File: config.mk
export PLATFORM = sky130hd
export DESIGN_NAME = pc_update_unit
export DESIGN_NICKNAME = d
export VERILOG_FILES = /design/src/rtl/pc_update_unit.sv
export SDC_FILE = /design/constraint.sdc
export NUM_CORES = 1
export LEC_CHECK = 0
export CORE_MARGIN = 2
export CORE_UTILIZATION = 46
export CTS_BUF_LIST = sky130_fd_sc_hd__clkbuf_8
export CTS_CLUSTER_DIAMETER = 60
export DETAILED_ROUTE_END_ITERATION = 7
export GPL_TIMING_DRIVEN = 1
export PLACE_DENSITY = 0.83
export SLEW_MARGIN = 20
export SYNTH_ARGS = -nofsm -noshare
export SYNTH_HDL_FRONTEND = slang
export SYNTH_SLANG_ARGS = --single-unit
File: constraint.sdc
create_clock -name clk -period 2.49 [get_ports clk]
set_clock_uncertainty 0.05 [all_clocks]
set_input_delay 0.3735 -clock clk [delete_from_list [all_inputs] [get_ports clk]]
set_output_delay 0.3735 -clock clk [all_outputs]
set_load 0.02 [all_outputs]
File: src/rtl/pc_update_unit.sv
`default_nettype none
// ============================================================================
// Module      : pc_update_unit
// Description : Program-counter stage downstream of the multicycle control
//               unit. Owns the architectural PC, resolves conditional
//               branches from the current ALU flags, and traps misaligned
//               control-flow targets to TRAP_VECTOR. The trap is held until
//               trap_ack. Also keeps debug counters for retired fetches and
//               taken branches.
//
// Ports       : clk, reset          - clock, synchronous active-high reset
//               PCWrite             - unconditional PC write (fetch)
//               PCWriteCond{beq,bne,bge,blt} - conditional write strobes
//               PCSource            - 0: alu_result, 1: alu_out
//               alu_result, alu_out - candidate next-PC values
//               zero, lt            - ALU flags of the current cycle
//               trap_ack            - leaves the trap state
//               pc                  - architectural PC
//               pc_loaded           - PC changed on the previous edge
//               branch_taken        - conditional write taken this cycle
//               trap_pending        - trap state active
//               epc, bad_target     - PC and target captured at trap entry
//               instret_cnt         - accepted sequential fetch writes
//               br_taken_cnt        - accepted taken branches
//
// Revision    : 1.0 - initial release
// ============================================================================
module pc_update_unit #(
    parameter int              XLEN        = 64,
    parameter logic [XLEN-1:0] RESET_PC    = '0,
    parameter logic [XLEN-1:0] TRAP_VECTOR = 64'h100,
    parameter int              CNT_W       = 32
) (
    input  logic             clk,
    input  logic             reset,
    input  logic             PCWrite,
    input  logic             PCWriteCondbeq,
    input  logic             PCWriteCondbne,
    input  logic             PCWriteCondbge,
    input  logic             PCWriteCondblt,
    input  logic             PCSource,
    input  logic [XLEN-1:0]  alu_result,
    input  logic [XLEN-1:0]  alu_out,
    input  logic             zero,
    input  logic             lt,
    input  logic             trap_ack,
    output logic [XLEN-1:0]  pc,
    output logic             pc_loaded,
    output logic             branch_taken,
    output logic             trap_pending,
    output logic [XLEN-1:0]  epc,
    output logic [XLEN-1:0]  bad_target,
    output logic [CNT_W-1:0] instret_cnt,
    output logic [CNT_W-1:0] br_taken_cnt
);

    localparam logic [0:0]       c_ST_RUN  = 1'b0;
    localparam logic [0:0]       c_ST_TRAP = 1'b1;
    localparam logic [CNT_W-1:0] c_CNT_ONE = {{(CNT_W-1){1'b0}}, 1'b1};

    logic [0:0]       r_state;
    logic [0:0]       w_state_next;
    logic [XLEN-1:0]  r_pc;
    logic [XLEN-1:0]  r_epc;
    logic [XLEN-1:0]  r_bad_target;
    logic             r_pc_loaded;
    logic [CNT_W-1:0] r_instret_cnt;
    logic [CNT_W-1:0] r_br_taken_cnt;

    logic             w_in_run;
    logic             w_taken;
    logic             w_we;
    logic [XLEN-1:0]  w_target;
    logic             w_mis;
    logic             w_accept;

    assign w_in_run = (r_state == c_ST_RUN);

    // Several strobes in one cycle simply OR together.
    assign w_taken  = (PCWriteCondbeq &  zero) | (PCWriteCondbne & ~zero) |
                      (PCWriteCondbge & ~lt)   | (PCWriteCondblt &  lt);
    assign w_we     = PCWrite | w_taken;
    assign w_target = PCSource ? alu_out : alu_result;
    // Only 4-byte aligned targets are legal (no compressed instructions).
    assign w_mis    = w_we & (w_target[1:0] != 2'b00);
    // Write inputs are only honoured in RUN; TRAP ignores them entirely.
    assign w_accept = w_in_run & w_we;

    always_comb begin
        w_state_next = r_state;
        case (r_state)
            c_ST_RUN:  if (w_we && w_mis) w_state_next = c_ST_TRAP;
            c_ST_TRAP: if (trap_ack)      w_state_next = c_ST_RUN;
            default:                      w_state_next = c_ST_RUN;
        endcase
    end

    always_ff @(posedge clk) begin
        if (reset) begin
            r_state        <= c_ST_RUN;
            r_pc           <= RESET_PC;
            r_epc          <= '0;
            r_bad_target   <= '0;
            r_pc_loaded    <= 1'b0;
            r_instret_cnt  <= '0;
            r_br_taken_cnt <= '0;
        end else begin
            r_state     <= w_state_next;
            r_pc_loaded <= 1'b0;
            if (w_accept) begin
                r_pc_loaded <= 1'b1;
                if (w_mis) begin
                    r_pc         <= TRAP_VECTOR;
                    r_epc        <= r_pc;
                    r_bad_target <= w_target;
                end else begin
                    r_pc <= w_target;
                    // Only PC+4 fetch writes count as retired instructions.
                    if (PCWrite && !PCSource)
                        r_instret_cnt <= r_instret_cnt + c_CNT_ONE;
                    if (w_taken)
                        r_br_taken_cnt <= r_br_taken_cnt + c_CNT_ONE;
                end
            end
        end
    end

    assign pc           = r_pc;
    assign pc_loaded    = r_pc_loaded;
    assign branch_taken = w_taken & w_in_run;
    assign trap_pending = (r_state == c_ST_TRAP);
    assign epc          = r_epc;
    assign bad_target   = r_bad_target;
    assign instret_cnt  = r_instret_cnt;
    assign br_taken_cnt = r_br_taken_cnt;

endmodule
`default_nettype wire

* Yosys cells after proc, flatten, opt, wreduce, memory -nomap -nowiden *
Index checks and enable logic that the tools add are counted.

operators by class
  $add $sub $neg = 2
  muxes and demuxes = 6
  bitwise gates (word level) = 15
  reduce and logical (&&, ||, !) cells = 7

operators with widths
  operator                 number
  $mux W64                 2
  $add A32 B1 Y32 const B  2
  $and A1 B1 Y1            7
  $reduce_and A3 Y1        2
  $not A1 Y1               4
  $or A1 B1 Y1             4
  $mux W1                  3
  $logic_and A1 B1 Y1      2
  $pmux W1 S2              1
  $reduce_and A2 Y1        1
  $reduce_bool A2 Y1       1
  $logic_not A1 Y1         1

word-level totals
  flip-flop bits (word level) = 258
  input bits = 139
  output and inout port bits = 259
  logic and storage cells = 37

* Logic depth before layout (Yosys ltp) *
  depth after elaboration = 10
  gate-level depth with buffers = 8
  mapped depth without buffers = 6

* Least setup slack after synthesis *
OpenSTA, ideal clock, no wires.

  kind = register to register
  start point = register r_br_taken_cnt[0] (netlist: br_taken_cnt[0])
  end point = register r_br_taken_cnt[26] (netlist: br_taken_cnt[26])
  setup time = 0.128 ns
  data arrival time = 1.858 ns
  data required time = 2.312 ns
  slack = 0.455 ns
  cell stages (with the launch flop) = 7
  path buffers = 0
  clock period less this slack = 2.035 ns
  path through = dfxtp_1 ha_1 nand4_1 or4_1 nor4_2 xnor2_1 nor2_1

between the ends
  cells in the longest elaborated chain, start to end = 1

RTL lines
  what                    line  text
  start, declared         68    logic [CNT_W-1:0] r_br_taken_cnt;
  start signal, assigned  122   r_br_taken_cnt <= r_br_taken_cnt + c_CNT_ONE;
  $add A32 B1 Y32         122

Every way passes these cells.
A chain may end at the register's enable or synchronous reset.

* Worst setup path in the final report *
  start point = register r_state (netlist: trap_pending)
  end point = output trap_pending

RTL lines
  what                    line  text
  start, declared         61    logic [0:0] r_state;
  start signal, assigned  100   r_state <= c_ST_RUN;
  start signal, assigned  108   r_state <= w_state_next;
  end, declared           50    output logic trap_pending,

No word-level cell between the ends.

==> run_results.csv <==
group,metric,value,unit
outcome,status,"finished, final reports clean",
setup_path,r2r_start,"br_taken_cnt[0]",
cells_and_area,final_util,69.3,%
sta,setup_viol,0,
yosys,synthFlopType,"dfxtp_1",
clock_network,clockRootBuffer,"clkbuf_8",
setup_path,required,2.07,ns
drt,drtIter0Drc,527,
placement,place.port_buffers,397,
floorplan,die_w,156,um
yosys,synth_top_cells_by_count,"258 x dfxtp_1, 208 x nor2_1, 153 x nand2_1, 74 x a21oi_1, 45 x mux2i_1",
sta,fin_crit,2.35,ns
job,cap_violations,0,
floorplan,coreArea,22600,um^2
worst_hold_path,hold_end,"pc[53]",
floorplan,die_area,24200,um^2
yosys,ys_types,52,
floorplan,die_h,156,um
cells_and_area,design_area,15700,um^2
yosys,yosys_warnings,0,
setup_path,critPathLaunch,"trap_pending",
sta,maxSlewViolCount,0,
yosys,ys_top_cells_by_area,"dfxtp_1 49%, nor2_1 7.4%, nand2_1 5.4%, mux2i_1 4.3%, xnor2_1 3.6%",
global_route,antenna_found_initial,1,
cells_and_area,area_growth,48.3,%
placement,hpwl,24.4,mm
sta,max_freq,0.426,GHz
sta,hold_violations,0,
yosys,ys_ff_latch,258,
setup_path,reg2reg_depth,6,
global_route,grt_usage,26.3,%
cells_and_area,fin_cells,1877,
worst_hold_path,hold_path_class,"input pin to flop",
yosys,synth_top_area_share,48.8,%
cells_and_area,layout-drive-gt1-share,9.30,%
drt,drt-total-wl,33.5,mm
clock_network,clk_pin_slew,0.06,ns
worst_hold_path,hold_path_depth,2,
drt,vias,10100,
sta,slew_headroom,60.5,%
drt,viasPerCell,5.36,
placement,place_congestion,0.838,
clock_network,cts_sinks,258,
sta,final.period_utilization,94.3,%
setup_path,timing.critical_path.buf_inv,1,
drt,ant_nets,0,
global_route,grt_pass1_vias,9584,
setup_path,arrival,1.93,ns
sta,fin_ws,0.141,ns
placement,placed_cells,1806,
clock_network,cts_buffers,41,
yosys,syn_area,10600,um^2
worst_hold_path,hold_path_startpoint,"reset",
setup_path,timing.rr.end,"br_taken_cnt[28]",
cells_and_area,nNetsFinal,1705,
clock_network,postCtsHoldBufs,0,
yosys,synth_most_common_cell,"dfxtp_1",
global_route,grt_overflow,0,
drt,first_pass_iters,5,
clock_network,clock_path_buffers,3,
global_route,grt_pass1_wl,51.2,mm
setup_path,worstSetupStartpointType,"flop",
global_route,grt_max_degree,95,
yosys,syn_inst,1171,
setup_path,cp_max_fo,9,
setup_path,rrSetupSlack,0.31,ns
cells_and_area,insertedDiodeCount,0,
setup_path,slowest_stage,"clkdlybuf4s50_1",
power_and_ir_drop,p_leak,0.00577,uW
setup_path,path_delay_family,"buffers and inverters",
floorplan,fp-row-count,55,
clock_network,cts.repair.resized,0,
power_and_ir_drop,power.density,619,nW/um^2
yosys,syn_nets,1312,
yosys,async_flop_share,0,%
yosys,synth_largest_area_cell,"dfxtp_1",
drt,wl_per_cell,17.8,um
clock_network,cts_max_level,2,
setup_path,timing.critical_path.cells,"clkdlybuf4s50_1",
sta,finalSetupTns,0,ns
floorplan,start_util,46.8,%
power_and_ir_drop,vdd_drop_max,0.465,mV
sta,tightest_slew,0.593,ns
placement,pre_cts_slack,0.0709,ns
clock_network,tritoncts,"done",
setup_path,crit_type,"flop to output port",
clock_network,worstSkewPairLatency,0.53,ns
setup_path,crit_path_end_kind,"output port",
yosys,syn_avg_cell_area,9.04,um^2
sta,rsz0062_at_grt,"no",
drt,drc,0,
placement,dpl_cell_area,14900,um^2
yosys,synth_edf_count,0,
setup_path,cpPeakStageDelay,0.75,ns
clock_network,cts_setup_buffers,0,
floorplan,io_pins,398,
yosys,yosysSeqAreaShare,48.8,%
-- registers in the layout, indices dropped and copies added, names as in the netlist --
name          count
bad_target       64
epc              64
pc               64
br_taken_cnt     32
instret_cnt      32
pc_loaded         1
trap_pending      1
-- power by group --
part | internal (uW) | switching [uW]
sequential | 4330 | 124
clock | 1780 | 1610
combinational | 871 | 1010
total | 6980 | 2740
-- area by class of cell --
| class | count | area [um^2] |
|---|---|---|
| clock buffers | 49 | 674 |
| inverters | 8 | 30.0 |
| clock inverters | 22 | 90.1 |
| multi-input cells | 819 | 4990 |
| flip-flops and latches | 258 | 5160 |
| fillers | 1753 | 6940 |
| well taps | 285 | 357 |
| repair buffers | 436 | 4390 |
-- cell usage in the layout, fill, tap and decap left out, types with 2 or more instances in the layout --
cell               n
a22oi_1           19
buf_4             30
mux2_2            22
nand2_1          153
buf_12            10
a2bb2oi_1         42
and2_1             4
and4_1             8
nor4_1            13
clkbuf_8          50
clkdlybuf4s50_1  395
xnor2_1           44
o21ai_0            4
nor3_1            33
mux2i_2            2
dfxtp_1          258
or3_1              4
nand3_1           20
ha_1               2
inv_1             27
nor4_2            10
clkinv_2           2
and3_1             7
or4_1              2
and3b_1            2
xor2_1            13
a211oi_1          43
nand4_1           18
mux2i_1           45
nor4_4             3
nand4_2            4
nor2_1           208
a21oi_1           74
-- logic make-up (layout without fill, tap and decap cells) --
| group | count (synthesis) | count (layout) | share of synthesized area [%] |
|---|---|---|---|
| AND/OR/NAND/NOR | 501 | 501 | 22.5 |
| flip-flops | 258 | 258 | 48.8 |
| AO/OA/AOI/OAI | 190 | 190 | 12.5 |
| buffers and inverters | 94 | 515 | 4.37 |
| multiplexers | 69 | 69 | 6.86 |
| XOR/XNOR | 57 | 57 | 4.72 |
| adder cells (fa/ha/maj) | 2 | 2 | 0.236 |
-- stage by stage --
step	hold WS (ns)	power, uW
final	0.327	9720
after global routing	0.352	10100
after CTS	0.322	9780
after detailed placement	0.397	6420
after global placement	0.391	6380
after floorplan	0.483	5500
-- worst max-delay path by stage --
stage                             endpoint  slack [ns]  cells past startpoint
after global routing          trap_pending        0.06                      1
after detailed placement            pc[60]        0.07                      6
after global placement              pc[41]        0.12                      6
after CTS                     trap_pending         0.1                      1
after floorplan           br_taken_cnt[26]        0.45                      6
final                         trap_pending        0.14                      1
-- routing by layer --
metal	part of all wire [%]	vias up	track usage [%]
met2	48	424	45.2
met3	8.8	93	7.53
met5	0.039	-	0
met4	4.8	2	13.0
met1	38	4706	30.1
li1	-	4841	-
No activity file was read; power rests on OpenSTA's default activity.
